`src/rtl/spi_pkg.sv`:
```
// Shared SPI link constants and helpers used by both ends of the team's mode-0 SPI link.
package spi_pkg;

    localparam int unsigned SPI_WIDTH    = 8;
    localparam int unsigned SPI_BITCNT_W = 3;
    localparam logic [SPI_WIDTH-1:0] SPI_DEFAULT_FILL = 8'hFF;

    typedef enum logic {
        ST_IDLE   = 1'b0,
        ST_ACTIVE = 1'b1
    } spi_state_e;

    // MSB-first deserialiser step: the oldest bit ends up in the MSB.
    function automatic logic [SPI_WIDTH-1:0] spi_shift_in(
        input logic [SPI_WIDTH-1:0] cur,
        input logic                 bit_in
    );
        return {cur[SPI_WIDTH-2:0], bit_in};
    endfunction

endpackage

```
`src/rtl/spi_pin_sync.sv`:
```
// N-stage synchroniser for one external pin, with edge pulses derived from the synchronised level.
module spi_pin_sync #(
    parameter int unsigned STAGES    = 2,
    parameter logic        RESET_VAL = 1'b0
) (
    input  logic clk_i,
    input  logic rst_n_i,
    input  logic d,
    output logic q,
    output logic rise_c,
    output logic fall_c
);

    logic [STAGES-1:0] chain_q;
    logic              prev_q;

    always_ff @(posedge clk_i or negedge rst_n_i) begin
        if (!rst_n_i) begin
            chain_q <= {STAGES{RESET_VAL}};
            prev_q  <= RESET_VAL;
        end else begin
            chain_q <= {chain_q[STAGES-2:0], d};
            prev_q  <= chain_q[STAGES-1];
        end
    end

    assign q      = chain_q[STAGES-1];
    assign rise_c = chain_q[STAGES-1] & ~prev_q;
    assign fall_c = ~chain_q[STAGES-1] & prev_q;

endmodule

```
`src/rtl/spi_peripheral.sv`:
```
// SPI mode-0 target: oversampled pins, MOSI deserialiser, MISO serialiser with a one-byte
// holding register, byte-wide valid/ready core interface.
module spi_peripheral
    import spi_pkg::*;
#(
    parameter int unsigned          SYNC_STAGES = 2,
    parameter logic [SPI_WIDTH-1:0] TX_FILL     = SPI_DEFAULT_FILL
) (
    input  logic                 clk_i,
    input  logic                 rst_n_i,
    input  logic                 sck_i,
    input  logic                 cs_n_i,
    input  logic                 sdi_i,
    output logic                 sdo_o,
    output logic                 sdo_oe_o,
    input  logic [SPI_WIDTH-1:0] tx_data_i,
    input  logic                 tx_valid_i,
    output logic                 tx_ready_o,
    output logic [SPI_WIDTH-1:0] rx_data_o,
    output logic                 rx_valid_o,
    output logic                 tx_underrun_o,
    output logic                 busy_o
);

    localparam logic [SPI_BITCNT_W-1:0] CNT_LAST = SPI_BITCNT_W'(SPI_WIDTH - 1);

    logic sck_q, sck_rise_c, sck_fall_c;
    logic cs_n_q, cs_rise_c, cs_fall_c;
    logic sdi_q, sdi_rise_unused, sdi_fall_unused;

    spi_pin_sync #(.STAGES(SYNC_STAGES), .RESET_VAL(1'b0)) u_sync_sck (
        .clk_i   (clk_i),
        .rst_n_i (rst_n_i),
        .d       (sck_i),
        .q       (sck_q),
        .rise_c  (sck_rise_c),
        .fall_c  (sck_fall_c)
    );

    // cs_n idles high, so its rising edge ends a frame and its falling edge starts one
    spi_pin_sync #(.STAGES(SYNC_STAGES), .RESET_VAL(1'b1)) u_sync_cs (
        .clk_i   (clk_i),
        .rst_n_i (rst_n_i),
        .d       (cs_n_i),
        .q       (cs_n_q),
        .rise_c  (cs_rise_c),
        .fall_c  (cs_fall_c)
    );

    spi_pin_sync #(.STAGES(SYNC_STAGES), .RESET_VAL(1'b0)) u_sync_sdi (
        .clk_i   (clk_i),
        .rst_n_i (rst_n_i),
        .d       (sdi_i),
        .q       (sdi_q),
        .rise_c  (sdi_rise_unused),
        .fall_c  (sdi_fall_unused)
    );

    spi_state_e             state_q, state_d;
    logic [SPI_BITCNT_W-1:0] cnt_q, cnt_d;
    logic [SPI_WIDTH-1:0]    rx_shift_q, rx_shift_d;
    logic [SPI_WIDTH-1:0]    tx_shift_q, tx_shift_d;
    logic [SPI_WIDTH-1:0]    hold_q, hold_d;
    logic                    frame_end_q, frame_end_d;
    logic                    sdo_d, sdo_oe_d, tx_ready_d, rx_valid_d, underrun_d, busy_d;
    logic [SPI_WIDTH-1:0]    rx_data_d, load_byte_c;
    logic                    load_c, wr_c;

    // tx_ready_o doubles as the "holding register empty" flag
    assign wr_c = tx_valid_i & tx_ready_o;

    always_comb begin
        state_d     = state_q;
        cnt_d       = cnt_q;
        rx_shift_d  = rx_shift_q;
        tx_shift_d  = tx_shift_q;
        hold_d      = hold_q;
        frame_end_d = frame_end_q;
        sdo_d       = sdo_o;
        sdo_oe_d    = sdo_oe_o;
        tx_ready_d  = tx_ready_o;
        rx_data_d   = rx_data_o;
        rx_valid_d  = 1'b0;
        underrun_d  = 1'b0;
        load_c      = 1'b0;
        load_byte_c = TX_FILL;

        case (state_q)
            ST_IDLE: begin
                if (cs_fall_c) begin
                    state_d     = ST_ACTIVE;
                    load_c      = 1'b1;
                    cnt_d       = CNT_LAST;
                    rx_shift_d  = '0;
                    frame_end_d = 1'b0;
                end
            end
            ST_ACTIVE: begin
                // A CS rise wins over a coincident sck edge, so the trailing fall never reloads.
                if (cs_rise_c) begin
                    state_d     = ST_IDLE;
                    cnt_d       = CNT_LAST;
                    rx_shift_d  = '0;
                    tx_shift_d  = '0;
                    frame_end_d = 1'b0;
                    sdo_d       = 1'b0;
                    sdo_oe_d    = 1'b0;
                end else if (sck_rise_c) begin
                    rx_shift_d = spi_shift_in(rx_shift_q, sdi_q);
                    if (cnt_q == '0) begin
                        rx_data_d   = rx_shift_d;
                        rx_valid_d  = 1'b1;
                        cnt_d       = CNT_LAST;
                        frame_end_d = 1'b1;
                    end else begin
                        cnt_d = cnt_q - SPI_BITCNT_W'(1);
                    end
                end else if (sck_fall_c) begin
                    if (frame_end_q) begin
                        load_c      = 1'b1;
                        frame_end_d = 1'b0;
                    end else begin
                        tx_shift_d = {tx_shift_q[SPI_WIDTH-2:0], 1'b0};
                        sdo_d      = tx_shift_q[SPI_WIDTH-2];
                    end
                end
            end
            default: state_d = ST_IDLE;
        endcase

        // Byte source at a load: holding register, else same-cycle write, else the fill byte.
        if (load_c) begin
            if (!tx_ready_o) begin
                load_byte_c = hold_q;
                tx_ready_d  = 1'b1;
            end else if (wr_c) begin
                load_byte_c = tx_data_i;
            end else begin
                underrun_d = 1'b1;
            end
            tx_shift_d = load_byte_c;
            sdo_d      = load_byte_c[SPI_WIDTH-1];
            sdo_oe_d   = 1'b1;
        end else if (wr_c) begin
            hold_d     = tx_data_i;
            tx_ready_d = 1'b0;
        end

        busy_d = (state_d == ST_ACTIVE);
    end

    always_ff @(posedge clk_i or negedge rst_n_i) begin
        if (!rst_n_i) begin
            state_q       <= ST_IDLE;
            cnt_q         <= CNT_LAST;
            rx_shift_q    <= '0;
            tx_shift_q    <= '0;
            hold_q        <= '0;
            frame_end_q   <= 1'b0;
            sdo_o         <= 1'b0;
            sdo_oe_o      <= 1'b0;
            tx_ready_o    <= 1'b1;
            rx_data_o     <= '0;
            rx_valid_o    <= 1'b0;
            tx_underrun_o <= 1'b0;
            busy_o        <= 1'b0;
        end else begin
            state_q       <= state_d;
            cnt_q         <= cnt_d;
            rx_shift_q    <= rx_shift_d;
            tx_shift_q    <= tx_shift_d;
            hold_q        <= hold_d;
            frame_end_q   <= frame_end_d;
            sdo_o         <= sdo_d;
            sdo_oe_o      <= sdo_oe_d;
            tx_ready_o    <= tx_ready_d;
            rx_data_o     <= rx_data_d;
            rx_valid_o    <= rx_valid_d;
            tx_underrun_o <= underrun_d;
            busy_o        <= busy_d;
        end
    end

endmodule

```
`config.mk`:
```
export PLATFORM = sky130hd
export DESIGN_NAME = spi_peripheral
export DESIGN_NICKNAME = d
export VERILOG_FILES = /design/src/rtl/spi_pkg.sv /design/src/rtl/spi_pin_sync.sv /design/src/rtl/spi_peripheral.sv
export SDC_FILE = /design/constraint.sdc
export NUM_CORES = 1
export LEC_CHECK = 0
export ABC_CLOCK_PERIOD_IN_PS = 2450
export BUFFER_PORTS_ARGS = -buffer_cell sky130_fd_sc_hd__buf_2
export CORE_UTILIZATION = 39
export DETAILED_ROUTE_END_ITERATION = 8
export SETUP_SLACK_MARGIN = 0.2
export SLEW_MARGIN = 15
export SYNTH_ARGS = -nofsm -noshare
export SYNTH_HDL_FRONTEND = slang
export SYNTH_SLANG_ARGS = --single-unit
```
`constraint.sdc`:
```
create_clock -name clk_i -period 2.45 [get_ports clk_i]
set_clock_uncertainty 0.15 [all_clocks]
set_input_delay 0.3675 -clock clk_i [delete_from_list [all_inputs] [get_ports clk_i]]
set_output_delay 0.3675 -clock clk_i [all_outputs]
set_load 0.1 [all_outputs]
```
# Word level (Yosys, flattened, before mapping)
# Index checks and enable logic that the tools add are counted.
# Widths: inputs -> output; s select.
# word_totals
regBits,48
wordCells,96
output_inout_bits,14
inputBits,14
# classes
n_reduce_logical,11
add_sub_neg,1
bitwise_logic,12
n_mux,49
n_eq_ne,6
# op_table
cell,count
$mux 7,9
$mux 1,29
$mux 8,2
$pmux 7 s2,1
$mux 3,4
$reduce_and 4->1,2
$not 1->1,7
$pmux 1 s2,3
$pmux 3 s2,1
$reduce_and 2->1,3
$reduce_bool 2->1,3
$and 1x1->1,5
$ne 4x3->1 const B,1
$ne 4x4->1 const B,1
$logic_not 3->1,1
$ne 3x1->1 const B,1
$ne 3x2->1 const B,1
$ne 3x3->1 const B,1
$reduce_and 3->1,1
$reduce_bool 3->1,1
$sub 3x1->3 const B,1
$ne 2x2->1 const B,1

# Depth between registers and ports, before layout
# depth
ltp_word,8
depth_mapped,7
ltp_nobuf,6

# Hierarchy
# From an unflattened synthesis, not the netlist that was laid out.
# unflattened
cells_unflattened,168
area_unflattened_um2,2092.0
# by_module_without_submodules
mod,instances,area_per_inst_um2,cells_per_inst,seq_area_each_um2
spi_peripheral,1,1818.0,153,1006.0
spi_pin_sync (u_sync_sck ...),2,90.1,5,75.1
spi_pin_sync (u_sync_cs),1,93.8,5,78.8

# Worst setup path before layout
# OpenSTA, ideal clock, no wires.
# synth_timing
kind,register -> register
from,register state_q
to,register rx_data_o[0]
required_time_ps,2175
n_path_buf,2
arrival_time_ps,2003
path_stages_with_launch,6
synth_period_minus_slack_ps,2279
slack_ps,171
setup_ps,125
cell_sequence,dfrtp_1 > buf_2 > and3_1 > buf_6 > nand2_8 > mux2_4
# synth_via
elab_chain_cells,1
# synth_rtl
item,line_no,rtl
"start, declared",spi_peripheral.sv:59,"spi_state_e state_q, state_d;"
"start signal, assigned",spi_peripheral.sv:168,state_q <= state_d;
$reduce_and 4->1 (no line),-,
"end signal, assigned",spi_peripheral.sv:177,rx_data_o <= rx_data_d;
"end, declared",spi_peripheral.sv:19,"output logic [SPI_WIDTH-1:0] rx_data_o,"
# Every way passes these cells.
# A chain may end at the register's enable or synchronous reset.

# Final worst setup path
# layout_timing
from,register u_sync_cs.chain_q[1]
to,register hold_q[4]
# layout_via
elab_chain_cells,6
word_cells_on_any_way,8
classes_between,3 x mux; 4 x bitwise; 1 x reduce/logical
# layout_rtl
item,line_no,rtl
"start, declared",spi_pin_sync.sv:14,logic [STAGES-1:0] chain_q;
"start signal, assigned",spi_pin_sync.sv:19,chain_q <= {STAGES{RESET_VAL}};
"start signal, assigned",spi_pin_sync.sv:22,"chain_q <= {chain_q[STAGES-2:0], d};"
$not 1->1,spi_pin_sync.sv:29,assign fall_c = ~chain_q[STAGES-1] & prev_q;
$and 1x1->1,spi_pin_sync.sv:29,
$mux 1,spi_peripheral.sv:90,if (cs_fall_c) begin
$pmux 1 s2 *,spi_peripheral.sv:88,case (state_q)
$not 1->1 (no line) *,-,
$reduce_and 2->1 (no line) *,-,
"end signal, assigned",spi_peripheral.sv:172,hold_q <= hold_d;
"end, declared",spi_peripheral.sv:63,"logic [SPI_WIDTH-1:0] hold_q, hold_d;"
# Every way passes the cells marked *; elsewhere a longest branch is shown, timed or not.

==> flow_summary_export.csv <==
group,metric,value,unit
worst_setup_path,r2r_cells,4,
hold_path,whs_path_depth,1,
finish,layout_common_cells,"40 x dfrtp_1, 27 x buf_2, 16 x mux2_4",
finish,post-route-util,47.1,%
sta,slew_viol_final,0,
clocking,cts_resized,0,
global_routing,grt_first_pass_wirelength,6180,um
synthesis,syn_nets,172,
sta,fmax,465,MHz
synthesis,yosysWarnings,0,
clocking,cts_tree,"done",
hold_path,hp-start,"sdi_i",
routing,routedWlPerCell,14.4,um
clocking,htree_levels,2,
job,max_cap_violations,0,
clocking,clock_sinks,48,
sta,slew_headroom,64.4,%
sta,tns,0,ps
global_routing,grt.met3_usage,4.89,%
finish,antenna_cells,0,
worst_setup_path,cp_max_fo,11,
finish,fin_cells,258,
global_routing,grt_use_met2,21.4,%
worst_setup_path,critical_path_class,"reg2reg",
clocking,root_buffer,"clkbuf_8",
routing,vias,1291,
sta,fin_crit_sh,87.8,%
routing,antenna_left,0,
finish,multi_input_area,821,um^2
power_and_ir_drop,vdd_drop_max,251,uV
clocking,clk_path_buf_depth,2,
synthesis,yosysSeqAreaShare,57.5,%
finish,layout-drive-gt1-share,39.4,%
global_routing,grt_pass1_vias,1263,
finish,final.fill_count,494,
placement,io_buffers,27,
sta,finalCriticalPeriod,2150,ps
hold_path,min_to,"u_sync_sdi.chain_q[0]",
run_status,status,"finished, final reports clean",
sta,finalSetupViolCount,0,
sta,rsz0062_at_grt,"no",
synthesis,syn-instance-count,154,
placement,place_inst,247,
floorplan,io_pins,28,
floorplan,coreArea,5140,um^2
floorplan,start_util,40.9,%
clocking,cts_setup_buffers,0,
worst_setup_path,critPathArrivalTime,2190,ps
clocking,clock_latency,300,ps
routing,first_pass_iters,4,
sta,tightest_slew,533,ps
global_routing,grt_antenna_before_repair,0,
synthesis,syn_avg_cell_area,13.7,um^2
global_routing,grt-ovfl-total,0,
sta,finalHoldViolCount,0,
clocking,path_clk_slew,80,ps
finish,areaGrowthSynthToFinish,15.1,%
routing,viasPerCell,5.00,
finish,final_common_cell,"dfrtp_1",
finish,final_nets,205,
power_and_ir_drop,power_leakage,1.20,nW
worst_setup_path,reg2reg_to,"hold_q[4]",
floorplan,dieArea,5690,um^2
global_routing,grt_use_total,15.1,%
worst_setup_path,r2r_start,"u_sync_cs.chain_q[1]",
finish,stdcell_area,2420,um^2
placement,gp_congestion,0.804,
routing,drtIter0Drc,85,
synthesis,netlist_area,2100,um^2
power_and_ir_drop,power_density,814,nW/um^2
worst_setup_path,r2r_setup_slack,300,ps
floorplan,fp.dieH,75.4,um
hold_path,hold_class,"in2reg",
routing,wl,3710,um
clocking,numCtsBuffers,5,
worst_setup_path,cp-start-kind,"flip-flop",
synthesis,synth.distinct_cells,36,
global_routing,grt.busiest_layer,"met2",
worst_setup_path,cp.required,2490,ps
placement,dp_hpwl,2670,um
floorplan,dieWidth,75.4,um
worst_setup_path,end_kind,"flip-flop",
routing,drcViolationCount,0,
global_routing,grtUsageMet1,20.7,%
placement,postPlaceCellArea,2300,um^2
synthesis,synth-seq-cells,48,
global_routing,grt_max_degree,24,
finish,seqCellArea,1210,um^2
floorplan,rows,26,
==> how the worst max path moves through the flow <==
stage                              start   endpoint  slack [ps]  cells after the start
floorplan                     tx_ready_o      sdo_o         430                      5
global placement    u_sync_cs.chain_q[1]  hold_q[4]         380                      4
detailed placement  u_sync_cs.chain_q[1]  hold_q[2]         330                      4
CTS                 u_sync_cs.chain_q[1]  hold_q[3]         300                      4
global route        u_sync_cs.chain_q[1]  hold_q[5]         230                      4
finish              u_sync_cs.chain_q[1]  hold_q[4]         300                      4
==> synthesized netlist by cell type <==
cell type | count | area (um^2)
a31o_2 | 1 | 8.76
nor2b_1 | 2 | 12.5
nand3_1 | 1 | 5.00
nor2_1 | 3 | 11.3
buf_2 | 4 | 20.0
nand2_1 | 13 | 48.8
nor4b_1 | 1 | 8.76
o22ai_1 | 15 | 93.8
o21ai_0 | 3 | 15.0
mux2_2 | 7 | 78.8
buf_6 | 3 | 33.8
nand4_1 | 1 | 6.26
nand2_8 | 1 | 20.0
dfstp_2 | 7 | 184
a211oi_1 | 1 | 7.51
nor3b_4 | 1 | 18.8
or3b_1 | 1 | 8.76
a21o_1 | 1 | 7.51
o21ai_1 | 1 | 5.00
mux2i_1 | 1 | 10.0
mux2_4 | 16 | 240
nand2b_2 | 1 | 8.76
a22o_1 | 7 | 61.3
ha_1 | 4 | 50.1
o21a_1 | 1 | 7.51
and2b_1 | 2 | 15.0
a21boi_0 | 1 | 7.51
o22a_1 | 1 | 8.76
nand2_2 | 1 | 6.26
and2_1 | 1 | 6.26
a41oi_2 | 1 | 16.3
a22oi_1 | 1 | 7.51
nand2b_1 | 1 | 6.26
and3_1 | 2 | 12.5
dfrtp_1 | 41 | 1030
inv_1 | 5 | 18.8
==> cells by family after synthesis <==
kind of cell,after synthesis,share of synthesized area [%]
flops,48,57.5
compound gates,34,11.7
simple gates,32,9.28
mux,24,15.6
buf+inv,12,3.45
fa+ha+maj,4,2.38
==> stage by stage <==
stage / total power [mW] / hold slack (ps) / setup WS [ps]
2_1_floorplan: 1.39 / -78.1 / 428
3_3_place_gp: 1.48 / 183 / 381
3_5_place_dp: 1.50 / 186 / 335
4_1_cts: 2.00 / 3.90 / 300
5_1_grt: 2.08 / 1.54 / 229
6_report: 1.97 / 15.4 / 298
==> per-layer routing <==
| metal | part of all wire [%] | wire length, um | up-vias |
|---|---|---|---|
| li1 | - | - | 622 |
| met1 | 49 | 1820 | 639 |
| met2 | 45 | 1660 | 23 |
| met3 | 3.9 | 143 | 7 |
| met4 | 2.2 | 81 | 0 |
| met5 | 0 | 0 | - |
==> timing repair <==
| action | 4_1_cts | 5_1_grt |
|---|---|---|
| hold endpoints to repair | 17 | 1 |
| endpoints found under the setup margin | 0 | 0 |
| hold buffers | 2 | 1 |
==> report_power, final <==
group / switching (mW) / internal, mW
Combinational: 0.271 / 0.200
Sequential: 0.0827 / 0.935
Clock: 0.251 / 0.229
Total: 0.605 / 1.36
==> critical path: stages, from the launching register on <==
cell	delay (ps)
dfstp_2	600
nand2b_2	170
a41oi_2	240
and3_1	530
mux2_4	350
==> layout make-up <==
| type | instances | share of cell area (%) |
|---|---|---|
| well taps | 70 | 3.62 |
| inverters | 5 | 0.776 |
| clock inverters | 1 | 0.310 |
| repair buffers | 33 | 7.76 |
| flip-flops and latches | 48 | 50.1 |
| multi-input cells | 94 | 33.9 |
| clock buffers | 7 | 3.57 |
==> sequential cells by signal, indices dropped and copies added, names as in the netlist, 2 cells and up <==
| register | flops |
|---|---|
| u_sync_cs.chain_q | 2 |
| rx_data_o | 8 |
| u_sync_sck.chain_q | 2 |
| cnt_q | 3 |
| rx_shift_q | 7 |
| u_sync_sdi.chain_q | 2 |
| hold_q | 8 |
| tx_shift_q | 7 |
No activity file was read; power rests on OpenSTA's default activity.
